===== src/rtl/mips_pkg.sv =====
// Shared types and constants for the instruction-memory boot loader.
package mips_pkg;

    typedef enum logic [2:0] {
        StIdle,
        StHdrHi,
        StHdrLo,
        StData,
        StCsum,
        StDone,
        StErr
    } ld_state_e;

    localparam int unsigned HdrW = 16;

endpackage


===== src/rtl/im_byte_pack.sv =====
// Collects a big-endian byte stream into 32-bit words; strobes when the 4th byte lands.
module im_byte_pack
    import mips_pkg::*;
(
    input  logic        clk_i,
    input  logic        rst_ni,
    input  logic        clr_i,
    input  logic        byte_valid_i,
    input  logic [7:0]  byte_i,
    output logic [31:0] word_o,
    output logic        word_ready_o
);

    // Only the first three bytes need storage; the fourth is taken straight from byte_i.
    logic [23:0] shift_q, shift_d;
    logic [1:0]  cnt_q, cnt_d;

    always_comb begin
        shift_d = shift_q;
        cnt_d   = cnt_q;
        if (clr_i) begin
            shift_d = '0;
            cnt_d   = '0;
        end else if (byte_valid_i) begin
            shift_d = {shift_q[15:0], byte_i};
            cnt_d   = cnt_q + 2'd1;
        end
    end

    always_ff @(posedge clk_i or negedge rst_ni) begin
        if (!rst_ni) begin
            shift_q <= '0;
            cnt_q   <= '0;
        end else begin
            shift_q <= shift_d;
            cnt_q   <= cnt_d;
        end
    end

    assign word_o       = {shift_q, byte_i};
    assign word_ready_o = byte_valid_i && (cnt_q == 2'd3);

endmodule


===== src/rtl/im_loader.sv =====
// Streams a length-prefixed program into instruction memory while holding the CPU.
// Optional trailing checksum byte enabled by defining IM_LOADER_CHECKSUM_EN.
module im_loader
    import mips_pkg::*;
#(
    parameter int unsigned ADDR_W    = 10,
    parameter int unsigned MAX_WORDS = 1024
) (
    input  logic              clk,
    input  logic              rst_n,
    input  logic              start,
    input  logic              in_valid,
    input  logic [7:0]        in_data,
    output logic              in_ready,
    output logic              im_we,
    output logic [ADDR_W-1:0] im_addr,
    output logic [31:0]       im_wdata,
    output logic              cpu_hold,
    output logic              done,
    output logic              err
);

    ld_state_e         state_q, state_d;
    logic [HdrW-1:0]   n_q, n_d;
    logic [HdrW-1:0]   widx_q, widx_d;
    logic              im_we_q, im_we_d;
    logic [ADDR_W-1:0] im_addr_q, im_addr_d;
    logic [31:0]       im_wdata_q, im_wdata_d;

    logic              xfer;
    logic              pack_clr;
    logic              word_ready;
    logic [31:0]       word;
    logic [HdrW-1:0]   hdr_n;
    logic              last_word;

`ifdef IM_LOADER_CHECKSUM_EN
    localparam ld_state_e AfterData = StCsum;
    logic [7:0] csum_q, csum_d;

    always_comb begin
        csum_d = csum_q;
        if (pack_clr) begin
            csum_d = '0;
        end else if (xfer && (state_q == StData)) begin
            csum_d = csum_q + in_data;
        end
    end

    always_ff @(posedge clk or negedge rst_n) begin
        if (!rst_n) begin
            csum_q <= '0;
        end else begin
            csum_q <= csum_d;
        end
    end
`else
    localparam ld_state_e AfterData = StDone;
`endif

    assign xfer      = in_valid && in_ready;
    assign hdr_n     = {n_q[HdrW-1:HdrW-8], in_data};
    assign last_word = (widx_q == (n_q - HdrW'(1)));

    im_byte_pack u_pack (
        .clk_i        (clk),
        .rst_ni       (rst_n),
        .clr_i        (pack_clr),
        .byte_valid_i (xfer && (state_q == StData)),
        .byte_i       (in_data),
        .word_o       (word),
        .word_ready_o (word_ready)
    );

    always_comb begin
        state_d    = state_q;
        n_d        = n_q;
        widx_d     = widx_q;
        pack_clr   = 1'b0;
        im_we_d    = 1'b0;
        im_addr_d  = im_addr_q;
        im_wdata_d = im_wdata_q;
        unique case (state_q)
            StIdle, StDone, StErr: begin
                if (start) begin
                    state_d  = StHdrHi;
                    widx_d   = '0;
                    pack_clr = 1'b1;
                end
            end
            StHdrHi: begin
                if (xfer) begin
                    n_d     = {in_data, 8'h00};
                    state_d = StHdrLo;
                end
            end
            StHdrLo: begin
                if (xfer) begin
                    n_d = hdr_n;
                    if (hdr_n == '0) begin
                        state_d = AfterData;
                    end else if (32'(hdr_n) > MAX_WORDS) begin
                        state_d = StErr;
                    end else begin
                        state_d = StData;
                    end
                end
            end
            StData: begin
                if (word_ready) begin
                    im_we_d    = 1'b1;
                    im_addr_d  = widx_q[ADDR_W-1:0];
                    im_wdata_d = word;
                    widx_d     = widx_q + HdrW'(1);
                    if (last_word) begin
                        state_d = AfterData;
                    end
                end
            end
            StCsum: begin
`ifdef IM_LOADER_CHECKSUM_EN
                if (xfer) begin
                    state_d = (in_data == csum_q) ? StDone : StErr;
                end
`else
                state_d = StIdle;
`endif
            end
            default: state_d = StIdle;
        endcase
    end

    always_ff @(posedge clk or negedge rst_n) begin
        if (!rst_n) begin
            state_q    <= StIdle;
            n_q        <= '0;
            widx_q     <= '0;
            im_we_q    <= 1'b0;
            im_addr_q  <= '0;
            im_wdata_q <= '0;
        end else begin
            state_q    <= state_d;
            n_q        <= n_d;
            widx_q     <= widx_d;
            im_we_q    <= im_we_d;
            im_addr_q  <= im_addr_d;
            im_wdata_q <= im_wdata_d;
        end
    end

    assign in_ready = (state_q == StHdrHi) || (state_q == StHdrLo) ||
                      (state_q == StData)  || (state_q == StCsum);
    assign im_we    = im_we_q;
    assign im_addr  = im_addr_q;
    assign im_wdata = im_wdata_q;
    assign cpu_hold = (state_q != StDone);
    assign done     = (state_q == StDone);
    assign err      = (state_q == StErr);

endmodule


===== config.mk =====
export PLATFORM = sky130hd
export DESIGN_NAME = im_loader
export DESIGN_NICKNAME = d
export VERILOG_FILES = /design/src/rtl/mips_pkg.sv /design/src/rtl/im_byte_pack.sv /design/src/rtl/im_loader.sv
export SDC_FILE = /design/constraint.sdc
export NUM_CORES = 1
export LEC_CHECK = 0
export ABC_AREA = 1
export ABC_CLOCK_PERIOD_IN_PS = 1800
export CORE_MARGIN = 5
export CORE_UTILIZATION = 50
export CTS_CLUSTER_SIZE = 28
export DETAILED_ROUTE_END_ITERATION = 6
export GPL_TIMING_DRIVEN = 0
export PLACE_DENSITY = 0.76
export SLEW_MARGIN = 20
export SYNTH_ARGS = -nofsm -noshare
export SYNTH_HDL_FRONTEND = slang
export SYNTH_SLANG_ARGS = --single-unit

===== constraint.sdc =====
create_clock -name clk -period 1.8 [get_ports clk]
set_input_delay 0.36 -clock clk [delete_from_list [all_inputs] [get_ports clk]]
set_output_delay 0.36 -clock clk [all_outputs]
set_load 0.02 [all_outputs]

# After elaboration in Yosys (flattened, before gate mapping)
# Index checks and enable logic that the tools add are counted.
# word_totals
register_bits	104
latchBits	0
ram_bits	0
rom_bits	0
input_bits	12
mem_count	0
# op_classes
add_sub_neg	3
n_mul	0
div_mod_pow	0
n_lt_le_gt_ge	1
n_eq_ne	14
shift	0
mux	22
bitwise_logic	1
n_reduce_logical	17
# op_table
cell	n
16-bit one-hot mux with 2 select lines	2
16-bit two-way mux	3
24-bit two-way mux	2
3-bit two-way mux	7
16-bit by 1-bit adder with 16-bit output (second input constant)	1
16-bit equality test	1
16-bit by 11-bit greater-than comparator with 1-bit output (second input constant)	1
16-bit logical NOT	1
16-bit by 1-bit subtractor with 16-bit output (second input constant)	1
3-bit one-hot mux with 4 select lines	1
3-bit equality test (second input constant)	3
3-bit AND reduction	3
8-bit two-way mux	1
2-bit != test (second input constant)	4
3-bit by 2-bit equality test with 1-bit output (second input constant)	2
2-bit nonzero test	3
5-bit AND reduction	1
1-bit two-way mux	4
2-bit two-way mux	2
3-bit by 1-bit equality test with 1-bit output (second input constant)	1
1-bit logical AND	3
3-bit logical NOT	1
1-bit logical OR	3
3-bit != test (second input constant)	1
other kinds (6)	6

# Longest topological paths before layout
# Gate-level depths: netlist of run 1.
# logic_depth
ltp_word	9
mapped_depth	16
mapped_depth_nobuf	16

# Modules after synthesis
# Synthesis of run 1 repeated with hierarchy kept, for this count alone.
# hier_totals
cells_unflattened	656
hier_area_um2	5373.9
# modules_own_cells
module	n_inst	cells_each	area_per_inst_um2	seq_area_each_um2
im_loader	1	531	4108.9	1951.9
im_byte_pack	1	125	1265.0	650.6

# Worst setup path after synthesis of run 1
# No wires, ideal clock.
# synth_path
kind	register to register
startpoint	register n_q[0]
endpoint	register state_q[2]
arrival_ns	1.791
required_time_ns	1.683
path_slack_ns	-0.108
path_stages_with_launch	16
period_less_slack_ns	1.908
cell_sequence	dfrtp_1 -> inv_1 -> ha_1 -> nand3_1 -> nor2_1 -> nand2_1 -> nand2_1 -> nand2_1 -> nor2_1 -> nand2_1 -> nor2_1 -> nand2_1 -> nand2_1 -> nand2_1 -> nand2_1 -> nand2_1
# synth_between
elab_chain_cells	4
# synth_lines
item	line	text
start: declaration	im_loader.sv:24	logic [HdrW-1:0] n_q, n_d;
start signal: assignment	im_loader.sv:143	n_q <= n_d;
16-bit by 1-bit subtractor with 16-bit output	im_loader.sv:63	assign last_word = (widx_q == (n_q - HdrW'(1)));
16-bit equality test	im_loader.sv:63	
2-bit != test (no source line)	--	
5-bit AND reduction (no source line)	--	
end signal: assignment	im_loader.sv:135	state_q <= StIdle;
end signal: assignment	im_loader.sv:142	state_q <= state_d;
end: declaration	im_loader.sv:23	ld_state_e state_q, state_d;
# No other way between the ends.
# A chain may end at the register's enable or synchronous reset.

# Worst setup path in the final report of run 1
# layout_path
startpoint	register n_q[1]
endpoint	register state_q[0]
# The elaborated chain is that of the path after synthesis.

==> results of run 1 <==
-- through the flow --
stage / setup TNS [ns] / power, µW / std cells / hold WS (ns) / area (µm²)
2_1_floorplan: -0.0116 / 4730 / 606 / 0.0644 / 4930
3_3_place_gp: -402.03 / 5320 / 797 / 0.464 / 5680
3_5_place_dp: -47.96 / 5410 / 798 / 0.230 / 5710
4_1_cts: -4.40 / 7080 / 827 / 0.403 / 6110
5_1_grt: -6.55 / 8800 / 858 / 0.411 / 6630
6_report: -2.42 / 8270 / 858 / 0.393 / 6630
-- cells by family after synthesis --
group / after synthesis / share of synthesized area
simple gates: 300 / 0.258
compound gates: 83 / 0.101
fa+ha+maj: 3 / 0.00762
buf+inv: 100 / 0.0767
xor+xnor: 16 / 0.0285
flops: 104 / 0.528
-- registers in the layout (all words and copies together), names as in the netlist --
register and count:
widx_q 16, u_pack.shift_q 24, im_addr 10, u_pack.cnt_q 2
state_q 3, im_we 1, n_q 16, im_wdata 32
-- timing repair --
item,4_1_cts,5_1_grt
cloned,0,2
resized for setup,46,102
hold buffers,1,0
buffers inserted,13,31
endpoints found under the hold margin,22,0
pin swaps,14,26
setup endpoints to repair,94,76
-- synth_stat cells --
library cell / instances
sky130_fd_sc_hd__nand2_1: 189
sky130_fd_sc_hd__dfrtp_1: 104
sky130_fd_sc_hd__inv_1: 85
sky130_fd_sc_hd__nor2_1: 48
sky130_fd_sc_hd__nand3_1: 34
sky130_fd_sc_hd__o21ai_0: 34
sky130_fd_sc_hd__a22oi_1: 25
sky130_fd_sc_hd__a21oi_1: 11
sky130_fd_sc_hd__clkbuf_1: 10
sky130_fd_sc_hd__xnor2_1: 10
sky130_fd_sc_hd__nor3_1: 9
sky130_fd_sc_hd__o22ai_1: 7
sky130_fd_sc_hd__nand4_1: 6
sky130_fd_sc_hd__xor2_1: 6
sky130_fd_sc_hd__nand3b_1: 4
sky130_fd_sc_hd__ha_1: 3
sky130_fd_sc_hd__nand2_2: 3
sky130_fd_sc_hd__nor2_4: 3
sky130_fd_sc_hd__buf_2: 2
sky130_fd_sc_hd__clkinv_1: 2
sky130_fd_sc_hd__o21bai_1: 2
sky130_fd_sc_hd__o31ai_1: 2
sky130_fd_sc_hd__a31oi_1: 1
sky130_fd_sc_hd__inv_2: 1
sky130_fd_sc_hd__nand2_4: 1
sky130_fd_sc_hd__nor2_2: 1
sky130_fd_sc_hd__nor2_8: 1
sky130_fd_sc_hd__nor4_1: 1
sky130_fd_sc_hd__o21ai_1: 1
-- routing by layer --
metal,vias to the layer above,global-route usage
li1,2150,-
met1,2146,0.282
met2,168,0.378
met3,51,0.0438
met4,0,0.0766
met5,-,0
-- worst max-delay path, stage by stage, from the launching register on --
cell and delay, ns:
sky130_fd_sc_hd__dfrtp_1 0.44, sky130_fd_sc_hd__inv_2 0.10, sky130_fd_sc_hd__ha_4 0.15, sky130_fd_sc_hd__nand3_4 0.11
sky130_fd_sc_hd__nor2_4 0.15, sky130_fd_sc_hd__xor2_1 0.16, sky130_fd_sc_hd__nand3_1 0.11, sky130_fd_sc_hd__nor3_2 0.24
sky130_fd_sc_hd__nand2_1 0.10, sky130_fd_sc_hd__nand2_2 0.12, sky130_fd_sc_hd__nand2_2 0.08, sky130_fd_sc_hd__nand2_1 0.10
sky130_fd_sc_hd__nand2_1 0.05
-- path summary, 6_finish.rpt --
check,from,endpoint,slack (ns),cells past startpoint
max,n_q[1],state_q[0],-0.22,12
min in group clk,im_wdata[29],im_wdata[29],0.49,2
min reg2reg,im_wdata[29],im_wdata[29],0.49,2
max reg2reg,n_q[1],state_q[0],-0.22,12
min,rst_n,im_addr[3],0.39,2
max in group asynchronous,rst_n,state_q[2],0.71,3
-- cell usage in the layout (no fill, tap or decap), types with 3 or more instances in the layout --
master	Yosys	layout
sky130_fd_sc_hd__xnor2_1	10	10
sky130_fd_sc_hd__nand4_1	6	6
sky130_fd_sc_hd__a21oi_1	11	8
sky130_fd_sc_hd__inv_4	0	4
sky130_fd_sc_hd__o22ai_1	7	7
sky130_fd_sc_hd__clkdlybuf4s50_1	0	52
sky130_fd_sc_hd__clkbuf_2	0	6
sky130_fd_sc_hd__nand2_1	189	175
sky130_fd_sc_hd__nand3b_1	4	4
sky130_fd_sc_hd__nand3_1	34	25
sky130_fd_sc_hd__buf_6	0	17
sky130_fd_sc_hd__nor2_1	48	33
sky130_fd_sc_hd__clkbuf_8	0	9
sky130_fd_sc_hd__nor3_1	9	7
sky130_fd_sc_hd__dfrtp_2	0	3
sky130_fd_sc_hd__a22oi_1	25	24
sky130_fd_sc_hd__nand3_2	0	3
sky130_fd_sc_hd__a21oi_2	0	3
sky130_fd_sc_hd__nand2_4	1	6
sky130_fd_sc_hd__o21ai_1	1	4
sky130_fd_sc_hd__dfrtp_1	104	101
sky130_fd_sc_hd__nor2_4	3	11
sky130_fd_sc_hd__xor2_1	6	6
sky130_fd_sc_hd__nand2_2	3	10
sky130_fd_sc_hd__nand3_4	0	6
sky130_fd_sc_hd__clkinv_4	0	3
sky130_fd_sc_hd__o21ai_0	34	29
sky130_fd_sc_hd__inv_2	1	8
sky130_fd_sc_hd__inv_1	85	74
sky130_fd_sc_hd__clkbuf_1	10	3
sky130_fd_sc_hd__buf_4	0	33
sky130_fd_sc_hd__nor2_2	1	8
-- power by group --
part | internal, µW | switching (µW)
Clock | 524 | 849
Combinational | 1650 | 2140
Sequential | 2680 | 429
-- final cells by class --
cell class | count | area, µm²
fill | 754 | 3050
sequential | 104 | 2610
multi-input combinational | 402 | 2260
timing repair buffer | 105 | 1010
inverter | 88 | 348
tap | 133 | 166
clock buffer | 10 | 128
buffer | 10 | 72.6
clock inverter | 6 | 51.3
==> results.md, run 1 <==
- The run finished, with violations left.
- The checks that failed: negative setup slack.
- The worst setup path is launched from a flop.
- The netlist uses 29 different library cells.
- Detailed placement ended at an HPWL of 8.81 mm.
- Setup repair after global routing could not meet its margin everywhere.
- The critical path is of the reg -> reg type.
- The areal power density over the cells is 1250 nW/µm².
- In the final layout, the share of cells above drive strength 1 is 0.206.
- The largest fanout on the critical path is 4.
- The initial core utilization is 0.509.
- The smallest clock period supported by the final layout is computed as 2.02 ns.
- The number of storage elements in the synthesis netlist is 104.
- The via count of the first global-routing pass is 4,260.
- The required time of the critical path is slightly above 2 ns.
- After the first detailed-routing iteration, the DRC count stood at 340.
- The area share of the leading cell type in the synthesized netlist is 0.528.
- The global-route wire length before repair is 20.6 mm.
- The share of the Yosys chip area taken by registers is 0.528.
- The DRC violation count after routing is 0.
- The setup clock skew after layout is 0.00739 ns.
- The setup slack after layout is -0.216 ns.
- At the placement stage, the worst setup path has a slack of -0.984 ns.
- At the pin with the least slew margin, the transition time is ~0.50 ns.
- Dividing the detail-routed via count by the number of cells gives 5.26.
- No sink is reached through more buffers than the 2 on the longest clock path.
- The detailed-router iteration count before antenna repair is 6.
- The final weighted congestion of routability-driven global placement is 0.854.
- The met2 wire length is 6.80 mm.
- Measured along the y axis, the die boundary spans 109 µm.
- During synthesis, Yosys emitted a total of 0 warnings.
- The overall overflow remaining after global route is 0.
- Max-cap violations in this run came to 0.
- At the worst endpoint, the arrival time is 2.28 ns.
- TritonCTS built the clock tree.
- The post-layout net count is between 700 and 800.
- The worst relative slew slack is 0.669.
- The sink count of the clock tree is 104.
- Entering global routing, the biggest net connects 83 pins.
- The area of the mapped netlist is 4920 µm².
- Counting every instance in the synthesized netlist gives 606.
- The share of the core filled with cells in the final layout is 0.685.
- IR analysis of the VDD net gives a maximum drop of 0.693 mV.
- After detailed routing, no signal wire sits above met4.
- The post-synthesis area per instance is 8.13 µm².
- The average wire per cell in the routed design is roughly 16 µm.
- The post-route clock period utilization is 1.12.
- The tree is rooted in a sky130_fd_sc_hd__clkbuf_8.
- In this run the static leakage power is between 0.003 and 0.004 µW.
- The number of buffers added by the clock tree synthesis step is 9.
- The kind of capture point of the worst setup path is a flop.
- After detailed routing, the total wire length is about 14 mm.
- The horizontal die dimension is ~110 µm.
- The antenna cell count is 0.
- The count of input and output buffers is 58.
- Setup violations remaining at the end of the flow were counted as 19.
- The all-layer global routing usage is 0.222.
- The post-synth net total is 621.
- The remaining number of nets flagged by the antenna check after routing is 0.
- The wire length on met1 is 5.50 mm.
- The H-tree depth reported by CTS is 3.
- After clock tree synthesis, the clock-pin slew on the worst setup and hold paths is ~0.10 ns.
- The maximum frequency from static timing analysis is 0.496 GHz.
- The post-synthesis cell type with the largest combined area is sky130_fd_sc_hd__dfrtp_1.
- The initial antenna violation count is 0.
- The die footprint is 11,900 µm².
- The number of standard-cell rows in the floorplan is 36.
- After synthesis, the cell types taking the most area are sky130_fd_sc_hd__dfrtp_1, sky130_fd_sc_hd__nand2_1, sky130_fd_sc_hd__inv_1, sky130_fd_sc_hd__a22oi_1, sky130_fd_sc_hd__nor2_1.
- The insertion delay of the later-clocked pin in the worst-skew pair is 0.37 ns.
- Across all layers, the routed design uses around 4,500 vias.
- The hold violation count in the final report was 0.
- The number of I/O pins is 59.
- The max-slew violation total from the final report is 0.
- In the detailed route, the total length drawn on met3 is approximately 860 µm.
- The region available for standard cell placement spans 9680 µm².
- The type of the tightest min-delay check is in -> async.
- The area growth from synthesis to layout is 34.7%.
(Power assumes the default switching activity.)
==> run 2, diff against run 1 <==
--- a/config.mk
+++ b/config.mk
@@ -7,6 +7,7 @@
 export LEC_CHECK = 0
 export ABC_AREA = 1
 export ABC_CLOCK_PERIOD_IN_PS = 1800
+export CORE_ASPECT_RATIO = 0.8
 export CORE_MARGIN = 5
 export CORE_UTILIZATION = 50
 export CTS_CLUSTER_SIZE = 28
==> run 2 against run 1 <==
The run still ends with negative setup slack left. Global-route usage is 0.85 points higher. Via count is 0.35% higher. Clock power grew 47%. Sequential share of layout area is essentially flat. Register-to-register slack better by 0.03 ns. Critical endpoint is now widx_q[14]. Largest cell class unchanged. Highest routed layer unchanged.
==> results.md, run 2 (synthesized netlist as in run 1, its figures left out) <==
- The number of vias per cell after detailed routing is 5.33 (was 5.26).
- Cells traversed along the worst timing path: nor2_4 -> nand2_4 -> nor2_8 -> nand2_4 -> nand2_4 -> nand2_4 -> nor2_4 -> nand2_4 -> nor2_4 -> nand3_2 -> nor2_1 -> nor2_1 -> nor2_1 (was inv_2 -> ha_4 -> nand3_4 -> nor2_4 -> xor2_1 -> nand3_1 -> nor3_2 -> nand2_1 -> nand2_2 -> nand2_2 -> nand2_1 -> nand2_1).
- The type of the tightest min-delay check is in -> async (unchanged).
- The buffer levels on the longest clock path is 2 (unchanged).
- The via count of the routed design is 4,531 (was 4,515).
- The HPWL reported at the end of detailed placement is 9.04 mm (was 8.81 mm).
- The clock transition at the registers of the reported paths is 0.07 ns (was 0.10 ns).
- The footprint of the flip-flops and latches is 2610 µm² (unchanged).
- The cell type with the highest occurrence count on the critical path is sky130_fd_sc_hd__nand2_4 (was sky130_fd_sc_hd__nand2_1).
- The worst setup path endpoint is widx_q[14] (was state_q[0]).
- The layout filler cell count is 734 (was 754).
- The initial DRC count was 447 (was 340).
- The library cell contributing the largest single delay on the critical path was sky130_fd_sc_hd__dfrtp_2 (was sky130_fd_sc_hd__dfrtp_1).
- The global-route wire length before repair is 22.0 mm (was 20.6 mm).
- The DRC violation count after routing is 0 (unchanged).
- The setup slack after layout is -0.182 ns (was -0.216 ns).
- The setup slack of the most critical reg-to-reg path came to -0.18 ns (was -0.22 ns).
- The met1 demand-to-capacity share in global routing was 0.316 (was 0.282).
- Commonest cells after routing, fill and taps aside: sky130_fd_sc_hd__nand2_1, sky130_fd_sc_hd__dfrtp_1, sky130_fd_sc_hd__inv_1 (unchanged).
- Setup repair after global routing missed its margin: yes (unchanged).
- The TritonCTS clock tree was yes (unchanged).
- The die footprint is 11,900 µm² (about the same).
- The worst relative slew slack was 0.653 (was 0.669).
- The critical path class was reg -> reg (unchanged).
- The worst supply voltage drop on vdd is 0.629 mV (was 0.693 mV).
- The setup clock skew after layout came to 0.00779 ns (was 0.00739 ns).
- The kind of capture point of the worst setup path is a flop (unchanged).
- The horizontal die dimension came to 121 µm (was 109 µm).
- The startpoint class of the critical path is a flop (unchanged).
- The total routed wirelength is 13.5 mm (was 13.7 mm).
- The pin count of the biggest net entering global routing was 82 (was 83).
- The worst-case reg-to-reg path depth is 13 (was 12).
- The hold violation count in the final report is 0 (unchanged).
- The area growth from synthesis to layout is 34.9% (was 34.7%).
- The slew of the pin with the lowest slew margin is 0.518 ns (was 0.497 ns).
- The detailed-router iteration count before antenna repair is 5 (was 6).
- The share of the core filled with cells in the final layout is 0.688 (was 0.685).
- The startpoint of the lowest-slack register-to-register path is state_q[2] (was n_q[1]).
- The number of I/O pins was 59 (unchanged).
- The count of final setup violators came to 25 (was 19).
- The maximum frequency from static timing analysis is 0.505 GHz (was 0.496 GHz).
- The area occupied by multi-input gates is 2230 µm² (was 2260 µm²).
- The overall overflow remaining after global route was 0 (unchanged).
- The via count of the first global-routing pass is 4,482 (was 4,260).
- Status: complete, but fails checks (unchanged).
- Violated checks: negative setup slack (unchanged).
- The global routing met3 resource utilization came to 0.0430 (was 0.0438).
- The largest fanout on the critical path is 6 (was 4).
- The most common cell after layout, fill and taps aside is sky130_fd_sc_hd__nand2_1 (unchanged).
- The number of flip-flops under the largest register name is 32 (unchanged).
- The CTS root buffer was sky130_fd_sc_hd__clkbuf_16 (was sky130_fd_sc_hd__clkbuf_8).
- The H-tree depth reported by CTS is 3 (unchanged).
- The max-slew violation total from the final report was 0 (unchanged).
- The number of buffers added by the clock tree synthesis step was 9 (unchanged).
- The count of input and output buffers came to 58 (unchanged).
- The insertion delay of the later-clocked pin in the worst-skew pair is 0.35 ns (was 0.37 ns).
- The post-route clock period utilization was 1.10 (was 1.12).
- The antenna cell count was 0 (unchanged).
- The number of standard-cell rows in the floorplan is 32 (was 36).
- The die height is 98.8 µm (was 109 µm).
- The average wire per cell in the routed design is 15.9 µm (was 16.0 µm).
- The data arrival time of the critical path was 2.27 ns (was 2.28 ns).
- The final weighted congestion of routability-driven global placement is 0.905 (was 0.854).
- The fraction of final layout cells sized beyond drive strength 1 was 0.195 (was 0.206).
- The peak per-stage delay on the critical path was 0.45 ns (was 0.44 ns).
- The areal power density over the cells is 1290 nW/µm² (was 1250 nW/µm²).
- The fraction of met2 tracks used by global routing is 0.366 (was 0.378).
- The number of cells after detailed placement is 801 (was 798).
- The initial antenna violation count is 0 (unchanged).
- The initial core utilization is 0.510 (was 0.509).
- The area of the core region is 9650 µm² (was 9680 µm²).
- The all-layer global routing usage is 0.230 (was 0.222).
- The endpoint of the lowest-slack register-to-register path is widx_q[14] (was state_q[0]).
- The remaining number of nets flagged by the antenna check after routing is 0 (unchanged).
- The time the worst path needs with I/O delays and setup is 1.98 ns (was 2.02 ns).
- The post-layout net count is 725 (was 735).
- The startpoint of the most critical setup path is state_q[2] (was n_q[1]).
- The non-filler instance count after layout is 850 (was 858).
- The standby leakage power was 0.00341 µW (about the same).
- The count of max-cap constraint violations is 0 (unchanged).
- The required time of the critical path is 2.08 ns (was 2.06 ns).
- The sink count of the clock tree was 104 (unchanged).
- The most congested layer reported by global routing is met2 (unchanged).
==> run 2: cell types whose count changed in the layout (fill, tap and decap cells not counted), moves of 3 or more <==
cell	before	now
sky130_fd_sc_hd__nand3_4	6	3
sky130_fd_sc_hd__buf_4	33	26
sky130_fd_sc_hd__buf_6	17	11
sky130_fd_sc_hd__clkbuf_8	9	0
sky130_fd_sc_hd__nand3_1	25	28
sky130_fd_sc_hd__clkbuf_16	0	9
==> run 2: what timing repair did <==
item | 4_1_cts | 5_1_grt
gates cloned | 0 | 1
buffers inserted | 17 | 15
hold buffers | 1 | 0
resized for setup | 62 | 82
setup endpoints to repair | 87 | 69
pin swaps | 20 | 25
endpoints found under the hold margin | 23 | 0
==> run 2: worst max-delay path, delay by kind of cell, from the launching register on <==
family | cells | cell delay [ns]
flops | 1 | 0.45
simple gates | 13 | 1.45
==> run 2: cell type report <==
type | count | share of cell area
Sequential cell | 104 | 0.392
Multi-Input combinational cell | 402 | 0.336
Timing Repair Buffer | 92 | 0.133
Inverter | 88 | 0.0537
Clock buffer | 9 | 0.0339
Tap cell | 136 | 0.0256
Buffer | 12 | 0.0124
Clock inverter | 6 | 0.0117
Timing Repair inverter | 1 | 0.000754
==> run 2: report_power, final <==
group,internal (µW),total (µW),switching [µW]
Clock,1100,2010,911
Sequential,2680,3100,414
Combinational,1390,3440,2050
==> run 2: per-layer routing <==
layer / wire (µm) / vias to the layer above
li1: - / 2140
met1: 6010 / 2194
met2: 6410 / 164
met3: 781 / 33
met4: 344 / 0
met5: 0 / -
==> run 2: how the worst min path moves through the flow <==
stage,to,slack (ns),cells after the start
after global placement,im_wdata[24],0.46,2
after detailed placement,im_addr[2],0.24,1
final,widx_q[8],0.43,2
after global routing,im_addr[4],0.46,2
after floorplan,im_addr[0],0.06,0
after CTS,widx_q[5],0.43,2
==> run 2: stage by stage <==
step	instance area, µm²	hold slack [ns]	worst slack [ns]	total power [µW]	TNS, ns
detailed placement	5710	0.236	-0.914	5440	-43.38
finish	6640	0.427	-0.182	8540	-2.28
global route	6640	0.459	-0.310	9060	-6.06
floorplan	4930	0.0644	-0.0116	4730	-0.0116
global placement	5680	0.463	-3.39	5340	-393.54
CTS	6300	0.431	-0.195	7900	-1.24
==> run 3, diff against run 2 <==
--- a/config.mk
+++ b/config.mk
@@ -9,11 +9,10 @@
 export ABC_CLOCK_PERIOD_IN_PS = 1800
 export CORE_ASPECT_RATIO = 0.8
 export CORE_MARGIN = 5
-export CORE_UTILIZATION = 50
+export CORE_UTILIZATION = 31
 export CTS_CLUSTER_SIZE = 28
 export DETAILED_ROUTE_END_ITERATION = 6
 export GPL_TIMING_DRIVEN = 0
-export PLACE_DENSITY = 0.76
 export SLEW_MARGIN = 20
 export SYNTH_ARGS = -nofsm -noshare
 export SYNTH_HDL_FRONTEND = slang
==> run 3 against run 2 <==
The run still ends with negative setup slack left. Highest routed layer unchanged. Clock power fell by 3%. Fmax grew 2.9%. Via count down 4.9%. Sequential power is 1% lower. Setup slack better by 0.055 ns. Register-to-register slack improved by 0.06 ns. Largest power group unchanged. Critical endpoint unchanged. Count of clock-buffer cells in the layout is 1 higher.
==> results.md, run 3 (synthesized netlist as in run 1, its figures left out) <==
- Status: complete, but fails checks (unchanged).
- Violated checks: negative setup slack (unchanged).
- The number of flip-flops under the largest register name is 32 (unchanged).
- The clock transition at the registers of the reported paths came to 0.08 ns (was 0.07 ns).
- The total power is 8290 µW (was 8540 µW).
- The insertion delay of the later-clocked pin in the worst-skew pair is 0.35 ns (about the same).
- The standby leakage power was 0.00338 µW (was 0.00341 µW).
- The endpoint of the lowest-slack register-to-register path is widx_q[14] (unchanged).
- The CTS root buffer is sky130_fd_sc_hd__clkbuf_16 (unchanged).
- The fraction of final layout cells sized beyond drive strength 1 was 0.179 (was 0.195).
- The startpoint of the most critical setup path is state_q[0] (was state_q[2]).
- The number of vias per cell after detailed routing is 4.64 (was 5.33).
- The die footprint is 18,500 µm² (was 11,900 µm²).
- The areal power density over the cells is 1250 nW/µm² (was 1290 nW/µm²).
- The count of input and output buffers is 58 (unchanged).
- The worst supply voltage drop on vdd was 0.606 mV (was 0.629 mV).
- The post-layout net count is 725 (unchanged).
- The largest fanout on the critical path came to 6 (unchanged).
- The buffer levels on the longest clock path is 2 (unchanged).
- The post-route clock period utilization is 1.07 (was 1.10).
- The HPWL reported at the end of detailed placement is 9.18 mm (was 9.04 mm).
- The setup clock skew after layout is 0.0106 ns (was 0.00779 ns).
- The count of final setup violators is 14 (was 25).
- The final weighted congestion of routability-driven global placement is 0.830 (was 0.905).
- The type of the tightest min-delay check is in -> async (unchanged).
- The sink count of the clock tree is 104 (unchanged).
- The startpoint of the lowest-slack register-to-register path is state_q[0] (was state_q[2]).
- The remaining number of nets flagged by the antenna check after routing is 0 (unchanged).
- The required time of the critical path is 2.08 ns (about the same).
- The kind of capture point of the worst setup path is a flop (unchanged).
- The detailed-router iteration count before antenna repair is 5 (unchanged).
- The startpoint class of the critical path is a flop (unchanged).
- The via count of the first global-routing pass is 4,166 (was 4,482).
- The worst relative slew slack is 0.631 (was 0.653).
- The TritonCTS clock tree is yes (unchanged).
- Commonest cells after routing, fill and taps aside: sky130_fd_sc_hd__nand2_1, sky130_fd_sc_hd__dfrtp_1, sky130_fd_sc_hd__inv_1 (unchanged).
- The initial core utilization is 0.314 (was 0.510).
- The worst-case reg-to-reg path depth is 13 (unchanged).
- The critical path class is reg -> reg (unchanged).
- The die height is 123 µm (was 98.8 µm).
- The area occupied by multi-input gates is 2150 µm² (was 2230 µm²).
- The all-layer global routing usage is 0.152 (was 0.230).
- The maximum frequency from static timing analysis was 0.519 GHz (was 0.505 GHz).
- The global-route wire length before repair is 21.9 mm (was 22.0 mm).
- The layout filler cell count is 1,572 (was 734).
- The number of standard-cell rows in the floorplan is 41 (was 32).
- The slew of the pin with the lowest slew margin is 0.554 ns (was 0.518 ns).
- The overall overflow remaining after global route was 0 (unchanged).
- The H-tree depth reported by CTS is 3 (unchanged).
- The count of max-cap constraint violations is 0 (unchanged).
- Setup repair after global routing missed its margin: yes (unchanged).
- The initial antenna violation count is 0 (unchanged).
- The footprint of the flip-flops and latches came to 2610 µm² (about the same).
- The via count of the routed design was 4,311 (was 4,531).
- The area of the core region is 15,700 µm² (was 9650 µm²).
- The most common cell after layout, fill and taps aside is sky130_fd_sc_hd__nand2_1 (unchanged).
- The post-placement cell area is 5810 µm² (was 5710 µm²).
- The number of I/O pins is 59 (unchanged).
- The cell area after layout is 6630 µm² (was 6640 µm²).
- The data arrival time of the critical path is 2.21 ns (was 2.27 ns).
- The worst setup timing slack at the placement stage is -0.947 ns (was -0.914 ns).
- The antenna cell count is 0 (unchanged).
- The setup slack of the most critical reg-to-reg path is -0.13 ns (was -0.18 ns).
- The average wire per cell in the routed design was 14.6 µm (was 15.9 µm).
- The time the worst path needs with I/O delays and setup was 1.93 ns (was 1.98 ns).
- The number of buffers added by the clock tree synthesis step is 9 (unchanged).
- The area growth from synthesis to layout came to 34.6% (was 34.9%).
- The max-slew violation total from the final report is 0 (unchanged).
- The DRC violation count after routing is 0 (unchanged).
- The hold violation count in the final report is 0 (unchanged).
- The initial DRC count is 313 (was 447).
- The pin count of the biggest net entering global routing is 76 (was 82).
- The total routed wirelength is 13.6 mm (was 13.5 mm).
- The horizontal die dimension is 151 µm (was 121 µm).
- The setup slack after layout is -0.126 ns (was -0.182 ns).
## run 3: changes by cell type in the layout (fill, tap and decap cells not counted), sizes merged
| cell | previous run | this run |
|---|---|---|
| buf | 41 | 40 |
| bufinv | 1 | 0 |
| clkbuf | 17 | 19 |
| clkdlybuf4s50 | 53 | 52 |
| dlygate4sd2 | 0 | 2 |
## run 3: worst max-delay path by stage
stage / depth (start not counted) / slack [ns] / endpoint
after floorplan: 12 / -0.01 / widx_q[14]
after detailed placement: 13 / -0.95 / widx_q[14]
after CTS: 14 / -0.18 / widx_q[9]
after global routing: 13 / -0.25 / widx_q[14]
final: 13 / -0.13 / widx_q[14]
after global placement: 1 / -3.74 / u_pack.shift_q[20]
## run 3: power breakdown
group,switching [µW],total [µW],internal [µW]
sequential,378,3060,2680
combinational,1900,3290,1390
clock,938,1940,998
total,3210,8290,5080
## run 3: routing by layer
layer / vias up / share of wire / GRT usage
met3: 14 / 0.048 / 0.0321
met4: 0 / 0.014 / 0.0391
met2: 118 / 0.44 / 0.233
li1: 2142 / - / -
met1: 2037 / 0.49 / 0.219
met5: - / 0 / 0
## run 3: repair_timing
| item | in CTS | in global routing |
|---|---|---|
| endpoints found under the hold margin | 29 | 0 |
| hold buffers | 1 | 0 |
| cloned | 0 | 0 |
| pin swaps | 20 | 20 |
| gates resized for setup | 67 | 39 |
| setup buffers | 19 | 15 |
| setup endpoints to repair | 98 | 79 |
## run 3: layout make-up
type | instances | area share
well taps | 215 | 0.0406
inverters | 88 | 0.0521
plain buffers | 11 | 0.0102
flip-flops and latches | 104 | 0.394
clock buffers | 10 | 0.0361
clock inverters | 6 | 0.00755
repair buffers | 94 | 0.135
multi-input cells | 402 | 0.325
## run 3: per-stage QoR
| step | TNS [ns] | utilization | cells | hold WS (ns) |
|---|---|---|---|---|
| CTS | -1.22 | 0.409 | 915 | 0.464 |
| floorplan | -0.0116 | - | 606 | 0.0644 |
| detailed placement | -52.04 | 0.370 | 880 | 0.259 |
| global route | -2.70 | 0.422 | 930 | 0.490 |
| finish | -0.735 | 0.422 | 930 | 0.461 |
| global placement | -439.16 | 0.368 | 879 | 0.461 |
## run 3: worst max-delay path, cell delays in order, from the launching register on
cell,delay [ns]
sky130_fd_sc_hd__dfrtp_2,0.46
sky130_fd_sc_hd__buf_12,0.15
sky130_fd_sc_hd__nand2_4,0.09
sky130_fd_sc_hd__buf_4,0.17
sky130_fd_sc_hd__inv_4,0.05
sky130_fd_sc_hd__nand2_2,0.06
sky130_fd_sc_hd__nand2_2,0.07
sky130_fd_sc_hd__nor2_4,0.16
sky130_fd_sc_hd__nand2_2,0.10
sky130_fd_sc_hd__nor2_4,0.19
sky130_fd_sc_hd__nand3_2,0.11
sky130_fd_sc_hd__nor2_1,0.12
sky130_fd_sc_hd__nor2_1,0.05
sky130_fd_sc_hd__nor2_1,0.08
